File: config.mk
export PLATFORM = sky130hd
export DESIGN_NAME = mac_operand_sequencer
export DESIGN_NICKNAME = d
export VERILOG_FILES = /design/src/rtl/mac_operand_sequencer.sv
export SDC_FILE = /design/constraint.sdc
export NUM_CORES = 1
export LEC_CHECK = 0
export CORE_UTILIZATION = 42
export CTS_CLUSTER_DIAMETER = 30
export DETAILED_ROUTE_END_ITERATION = 7
export DONT_BUFFER_PORTS = 1
export PLACE_DENSITY = 0.54
export SLEW_MARGIN = 20
export SYNTH_ARGS = -nofsm -noshare
export SYNTH_HDL_FRONTEND = slang
export SYNTH_SLANG_ARGS = --single-unit
File: constraint.sdc
create_clock -name clk -period 6.6 [get_ports clk]
set_clock_uncertainty 0.15 [all_clocks]
set_input_delay 1.32 -clock clk [delete_from_list [all_inputs] [get_ports clk]]
set_output_delay 1.32 -clock clk [all_outputs]
set_load 0.05 [all_outputs]
File: src/rtl/mac_operand_sequencer.sv
// mac_operand_sequencer: buffers x/w operand pairs, fires the MAC neuron,
// feeds its accumulate window and returns the captured result on valid/ready.
//
// Ports:
//   clk, rst_n            clock, asynchronous active-low reset
//   wr_en/wr_addr/wr_x/wr_w  operand buffer write (IDLE only, slot < TERMS)
//   go / busy             operation request / in-progress flag
//   mac_start/mac_x/mac_w neuron start pulse and operand stream
//   mac_acc/mac_done      neuron accumulator and done pulse
//   res_valid/res_ready/res_data/res_err  result handshake
//
// Build option: define MAC_SEQ_TIMEOUT_EN to add a watchdog on mac_done
// that completes the operation with res_err=1 after TIMEOUT WAIT cycles.

module mac_operand_sequencer #(
    parameter int TERMS   = 3,
    parameter int DW      = 8,
    parameter int AW      = 16,
    parameter int TIMEOUT = 15
) (
    input  logic                     clk,
    input  logic                     rst_n,
    input  logic                     wr_en,
    input  logic [$clog2(TERMS)-1:0] wr_addr,
    input  logic [DW-1:0]            wr_x,
    input  logic [DW-1:0]            wr_w,
    input  logic                     go,
    output logic                     busy,
    output logic                     mac_start,
    output logic [DW-1:0]            mac_x,
    output logic [DW-1:0]            mac_w,
    input  logic [AW-1:0]            mac_acc,
    input  logic                     mac_done,
    output logic                     res_valid,
    input  logic                     res_ready,
    output logic [AW-1:0]            res_data,
    output logic                     res_err
);

    localparam int AB = $clog2(TERMS);
    localparam int CW = $clog2(TERMS + TIMEOUT + 1);

    typedef enum logic [2:0] {
        S_IDLE,
        S_START,
        S_FEED,
        S_WAIT,
        S_HOLD
    } state_t;

    state_t          state, state_d;
    logic [CW-1:0]   cnt, cnt_d;
    logic [DW-1:0]   op_x [TERMS];
    logic [DW-1:0]   op_w [TERMS];

    logic            busy_d;
    logic            start_d;
    logic [DW-1:0]   x_d, w_d;
    logic            valid_d;
    logic [AW-1:0]   data_d;

    logic            wr_ok;
    assign wr_ok = (state == S_IDLE) && wr_en && (32'(wr_addr) < TERMS);

`ifdef MAC_SEQ_TIMEOUT_EN
    logic err_q, err_d;
    assign res_err = err_q;
`else
    assign res_err = 1'b0;
`endif

    always_comb begin
        state_d = state;
        cnt_d   = cnt;
        start_d = 1'b0;
        x_d     = '0;
        w_d     = '0;
        valid_d = res_valid;
        data_d  = res_data;
`ifdef MAC_SEQ_TIMEOUT_EN
        err_d   = err_q;
`endif
        unique case (state)
            S_IDLE: begin
                if (go) begin
                    state_d = S_START;
                    start_d = 1'b1;
                    cnt_d   = '0;
                end
            end
            // Two cycles: the start pulse, then the neuron's clear cycle.
            S_START: begin
                if (cnt == '0) begin
                    cnt_d = cnt + 1'b1;
                end else begin
                    state_d = S_FEED;
                    cnt_d   = '0;
                    x_d     = op_x[0];
                    w_d     = op_w[0];
                end
            end
            // Registered outputs: load the pair for the following cycle.
            S_FEED: begin
                if (cnt == CW'(TERMS - 1)) begin
                    state_d = S_WAIT;
                    cnt_d   = '0;
                end else begin
                    cnt_d = cnt + 1'b1;
                    x_d   = op_x[AB'(cnt + 1'b1)];
                    w_d   = op_w[AB'(cnt + 1'b1)];
                end
            end
            S_WAIT: begin
                if (mac_done) begin
                    state_d = S_HOLD;
                    valid_d = 1'b1;
                    data_d  = mac_acc;
`ifdef MAC_SEQ_TIMEOUT_EN
                    err_d   = 1'b0;
                end else if (cnt == CW'(TIMEOUT - 1)) begin
                    state_d = S_HOLD;
                    valid_d = 1'b1;
                    data_d  = '0;
                    err_d   = 1'b1;
                end else begin
                    cnt_d = cnt + 1'b1;
`endif
                end
            end
            S_HOLD: begin
                if (res_ready) begin
                    state_d = S_IDLE;
                    valid_d = 1'b0;
                end
            end
            default: begin
                state_d = S_IDLE;
            end
        endcase
        busy_d = (state_d != S_IDLE);
    end

    always_ff @(posedge clk or negedge rst_n) begin
        if (!rst_n) begin
            state     <= S_IDLE;
            cnt       <= '0;
            busy      <= 1'b0;
            mac_start <= 1'b0;
            mac_x     <= '0;
            mac_w     <= '0;
            res_valid <= 1'b0;
            res_data  <= '0;
`ifdef MAC_SEQ_TIMEOUT_EN
            err_q     <= 1'b0;
`endif
        end else begin
            state     <= state_d;
            cnt       <= cnt_d;
            busy      <= busy_d;
            mac_start <= start_d;
            mac_x     <= x_d;
            mac_w     <= w_d;
            res_valid <= valid_d;
            res_data  <= data_d;
`ifdef MAC_SEQ_TIMEOUT_EN
            err_q     <= err_d;
`endif
        end
    end

    // Operand buffer: written only while idle, never cleared by completion.
    always_ff @(posedge clk or negedge rst_n) begin
        if (!rst_n) begin
            for (int i = 0; i < TERMS; i++) begin
                op_x[i] <= '0;
                op_w[i] <= '0;
            end
        end else if (wr_ok) begin
            op_x[wr_addr] <= wr_x;
            op_w[wr_addr] <= wr_w;
        end
    end

endmodule

* Word level (Yosys, flattened, before mapping)
Cells that the tools add are included.
** Operators by class
- Magnitude comparators :: 4
- Reduce and logical (&&, ||, !) cells :: 11
- Bitwise operators :: 2
- Eq/ne operators :: 8
- Add/sub/neg operators :: 1
- Muxes and demuxes :: 31
** Operators by type and width (count)
- 8-bit 2-to-1 mux :: 9
- 24-bit bitwise mux :: 2
- 8-bit binary-select mux with 2-bit select :: 2
- 8-bit case mux with 2 select lines :: 2
- 8-bit demux with 2-bit select :: 1
- 3-bit 2-to-1 mux :: 5
- 5-bit 2-to-1 mux :: 3
- 3-bit case mux with 5 select lines :: 1
- 5-bit case mux with 3 select lines :: 1
- 3-bit by 2-bit == test with 1-bit output (second input constant) :: 2
- 3-bit >= comparator (second input constant) :: 2
- 2-bit inequality test (second input constant) :: 3
- 2-bit NOT with 3-bit output :: 2
- 3-bit nonzero test :: 2
- 5-bit by 1-bit adder with 5-bit output (second input constant) :: 1
- 5-bit by 2-bit == test with 1-bit output (second input constant) :: 1
- 5-bit zero test :: 1
- 1-bit 2-to-1 mux :: 4
- 2-bit AND reduction :: 2
- 3-bit by 1-bit == test with 1-bit output (second input constant) :: 1
- 3-bit == test (second input constant) :: 1
- 1-bit logical AND :: 3
- 3-bit zero test :: 1
- 3-bit by 1-bit less-than comparator with 1-bit output (second input constant) :: 1
- 4 further kinds :: 4
** Storage, ports and cells
- Logic and storage cells :: 71
- Output and inout port bits :: 36
- Register bits :: 91
- Bits of input ports :: 40

* Depth between registers and ports, before layout
- Depth in word-level cells :: 7
- Gate-level depth with buffers :: 8
- Mapped depth without buffers :: 6

* Least setup slack after synthesis
No wires, ideal clock.
- Path type :: input -> register
- Start :: in wr_en
- End :: reg op_w[16] (netlist bit)
- Setup slack :: 3750 ps
- Required time :: 6325 ps
- Stages :: 4
- Library setup time :: 125 ps
- Path buffers :: 1
- Arrival time :: 2575 ps
- Path through :: or4b_4 > nor3_4 > buf_6 > mux2_2
** Between the ends
- Word-level cells in the longest chain between the ends :: 2
** RTL lines
- start, declared :: line 23 : input logic wr_en,
- 1-bit logical AND (2 in a row) :: line 63 : assign wr_ok = (state == S_IDLE) && wr_en && (32'(wr_addr) < TERMS);
- end signal, assigned by index :: line 180 : op_w[wr_addr] <= wr_w;
- end, declared :: line 54 : logic [DW-1:0] op_w [TERMS];
Every way passes these cells.
A chain may end at the register's enable or synchronous reset.

* Worst setup path after layout
- Start :: reg cnt[0]
- End :: reg mac_w[2]
** Between the ends
- Word-level cells in the longest chain between the ends :: 7
- Elaborated cells between the ends (all ways) :: 10
- Classes of those cells :: add/sub: 1; eq/ne: 1; mux: 6; bitwise: 1; reduce/logical: 1
** RTL lines
- start, declared :: line 52 : logic [CW-1:0] cnt, cnt_d;
- start signal, assigned :: line 158 : cnt <= cnt_d;
- 5-bit by 1-bit adder with 5-bit output :: line 110 : w_d = op_w[AB'(cnt + 1'b1)];
- 2-bit NOT with 3-bit output (not written as such) :: line 110
- 8-bit binary-select mux with 2-bit select :: line 110
- 8-bit 2-to-1 mux (not written as such) (2 in a row) :: line 110
- 8-bit 2-to-1 mux :: line 104 : if (cnt == CW'(TERMS - 1)) begin
- 8-bit case mux with 2 select lines (*) :: line 83 : unique case (state)
- net w_d[2] :: line 58 : logic [DW-1:0] x_d, w_d;
- end signal, assigned :: line 162 : mac_w <= w_d;
- end, declared :: line 31 : output logic [DW-1:0] mac_w,
The timed path passes the listed nets; every way through them passes the cells marked *. The select of a mux whose other input is x is not followed.

==> flow_metrics.env <==
export IMPL_period_share_pct=45.1
export IMPL_rsz0062_at_grt="false"
export IMPL_crit_path_max_fanout=29
export IMPL_grt_pass1_wl_um=13000
export IMPL_cts_resized_gates=0
export IMPL_cp_required_ps=6690
export IMPL_post_cts_buffers=0
export IMPL_syn_nets=364
export IMPL_drtPass1Iterations=4
export IMPL_viasPerCell=5.28
export IMPL_ir_worst_vdd_v=0.000238
export IMPL_cp_num_buf_inv=1
export IMPL_cp_arrival_ps=3070
export IMPL_synth_edff_count=0
export IMPL_grt_pass1_vias=2466
export IMPL_endpoint_kind="register"
export IMPL_slew_headroom_pct=38.4
export IMPL_place_congestion=0.749
export IMPL_dp_cells=433
export IMPL_tightestPinTransition_ps=921
export IMPL_drt_total_wl_um=8100
export IMPL_cts_tree="done"
export IMPL_drtAntennaViolNets=0
export IMPL_clk_pin_slew_ps=90
export IMPL_r2r_end="mac_w[2]$_DFF_PN0_"
export IMPL_synth_top_area_cell="dfrtp_1"
export IMPL_antenna_found_initial=0
export IMPL_drive_above_1_share_pct=27.8
export IMPL_grt_use_total_pct=17.2
export IMPL_critical_path_top_delay_family="simple AND/OR/NAND/NOR gates"
export IMPL_hold_depth=1
export IMPL_final_cell_count_no_fill=449
export IMPL_synth_area_leaders="dfrtp_1 (56%), mux2_2 (12%), mux2_4 (7.3%), a21oi_1 (2.3%), o21ai_0 (2.2%)"
export IMPL_reg2reg_setup_slack_ps=3620
export IMPL_use_met3_pct=4.65
export IMPL_cts_buffers_inserted=9
export IMPL_initial_utilization_pct=43.8
export IMPL_synthFlopType="dfrtp_1"
export IMPL_startpoint_type="register"
export IMPL_core_area_mm2=0.00933
export IMPL_busiest_layer="met2"
export IMPL_hold_end="mac_x[7]$_DFF_PN0_"
export IMPL_holdCritPathClass="register to register"
export IMPL_syn2layout_area_growth_pct=5.85
export IMPL_diodes=0
export IMPL_outcome="finished, final reports clean"
export IMPL_setup_violations=0
export IMPL_nets=358
export IMPL_clock_tree_root_cell="clkbuf_8"
export IMPL_grt_max_degree=92
export IMPL_die_w_um=101
export IMPL_wire_per_inst_um=18.0
export IMPL_path_class="register to register"
export IMPL_yosys_cell_count_top_type="dfrtp_1"
export IMPL_drc=0
export IMPL_yosys_warnings=0
export IMPL_critPathMaxStageDelay_ps=700
export IMPL_use_met2_pct=26.8
export IMPL_drt_iter0_markers=65
export IMPL_synth_seq_area_share_pct=55.7
export IMPL_cp_cell_sequence="clkinv_1 > ha_2 > nor2_1 > nor3_1 > a21o_1"
export IMPL_io_pins=76
export IMPL_finalSetupTns_ps=0
export IMPL_grt_overflow=0
export IMPL_num_rows=35
export IMPL_worstHoldStart="op_x[23]$_DFFE_PN0P_"
export IMPL_io_buffers=0
export IMPL_ys_types=41
export IMPL_synthCells=321
export IMPL_mappedNetlistArea_mm2=0.00409
export IMPL_power_density_mw_per_mm2=545
export IMPL_vias=2371
export IMPL_layout_min_cycle_time_ps=2980
export IMPL_clkSinkCount=91
export IMPL_syn_area_per_cell_um2=12.7
export IMPL_max_cap_viol_count=0
export IMPL_synth_top_area_share_pct=55.7
export IMPL_hpwl_um=5120
export IMPL_postCtsHoldBufs=0
export IMPL_hold_ws_ps=325
export IMPL_slowest_stage="dfrtp_1"
export IMPL_die_h_um=101
export IMPL_netlist_top_cells_count="dfrtp_1 (91), mux2_2 (45), mux2_4 (20)"
export IMPL_cts_buffer_depth=2
export IMPL_dieArea_mm2=0.0101
export IMPL_leakagePower_uw=0.00198
export IMPL_grtUsageMet1_pct=22.7
export IMPL_clk_latency_ps=350
export IMPL_rr_worst_depth=5
export IMPL_fillers=858
export IMPL_async_reset_ff_share_pct=100
export IMPL_r2r_start="cnt[0]$_DFFE_PN0P_"
export IMPL_finalHoldViolations=0
export IMPL_slew_violations=0
export IMPL_max_freq_mhz=336
export IMPL_htreeDepth=3
export IMPL_ys_ff_latch=91
==> area by class of cell <==
cell class                      instances  area [um2]  share of cell area [%]
Inverter                                3        11.3                   0.260
Clock inverter                          7        51.3                    1.19
Multi-Input combinational cell        210        1700                    39.3
Tap cell                              129         161                    3.73
Clock buffer                            9         124                    2.86
Sequential cell                        91        2280                    52.6
==> how the worst max path moves through the flow <==
| stage | from | end | slack [ps] | depth (start not counted) |
|---|---|---|---|---|
| after detailed placement | wr_en | op_x[22]$_DFFE_PN0P_ | 3290 | 3 |
| final | cnt[0]$_DFFE_PN0P_ | mac_w[2]$_DFF_PN0_ | 3620 | 5 |
| after global routing | cnt[0]$_DFFE_PN0P_ | mac_w[7]$_DFF_PN0_ | 3360 | 6 |
| after floorplan | wr_en | op_w[16]$_DFFE_PN0P_ | 3750 | 4 |
| after global placement | wr_en | op_x[23]$_DFFE_PN0P_ | 3300 | 3 |
| after CTS | cnt[0]$_DFFE_PN0P_ | mac_x[0]$_DFF_PN0_ | 3270 | 5 |
==> cells by family after synthesis <==
family,after synthesis,synth area share (%)
buf+inv,20,2.72
compound gates,55,7.93
flops,91,55.7
other cells,1,0.0918
fa+ha+maj,3,0.919
simple gates,78,10.9
xor+xnor,1,0.214
mux,72,21.5
==> per-layer routing <==
| layer | vias to the layer above | part of all wire, % |
|---|---|---|
| li1 | 1120 | - |
| met1 | 1209 | 45 |
| met2 | 34 | 49 |
| met3 | 8 | 4.3 |
| met4 | 0 | 1.3 |
| met5 | - | 0 |
==> placed cells by master, fill, tap and decap left out, types with 2 or more instances in the layout <==
cell type / count
ha_1: 2
mux2_2: 45
nand2_1: 13
nor2_2: 2
nand3b_1: 2
o21ai_0: 18
a21o_1: 9
dfrtp_1: 91
mux2_4: 20
nor3_1: 13
a21oi_1: 19
nor2b_1: 10
mux2i_1: 7
nor3b_1: 2
inv_6: 2
nand2_2: 2
inv_1: 2
clkinv_2: 2
nor2_1: 11
clkbuf_8: 9
nand3_1: 4
a31oi_1: 2
nand2b_1: 11
a22o_1: 2
clkinvlp_4: 2
==> stage by stage <==
stage                     total power [uW]  area [um2]  util, %  setup slack, ps
after CTS                             2380        4320     46.3             3270
after global placement                2020        4150     44.5             3300
after floorplan                       1880        4090        -             3750
after global routing                  2520        4330     46.4             3360
after detailed placement              2030        4150     44.5             3290
final                                 2360        4330     46.4             3620
==> power by group <==
| group | internal (uW) | switching, uW | total, uW |
|---|---|---|---|
| combinational | 381 | 316 | 697 |
| sequential | 806 | 510 | 1320 |
| clock | 139 | 204 | 343 |
==> registers in the layout, indices dropped and copies added, names as in the netlist <==
register and count:
mac_x 8, mac_start 1, op_x 24, res_data 16, res_valid 1, op_w 24, state 3, mac_w 8
busy 1, cnt 5
No activity file was read; power rests on OpenSTA's default activity.
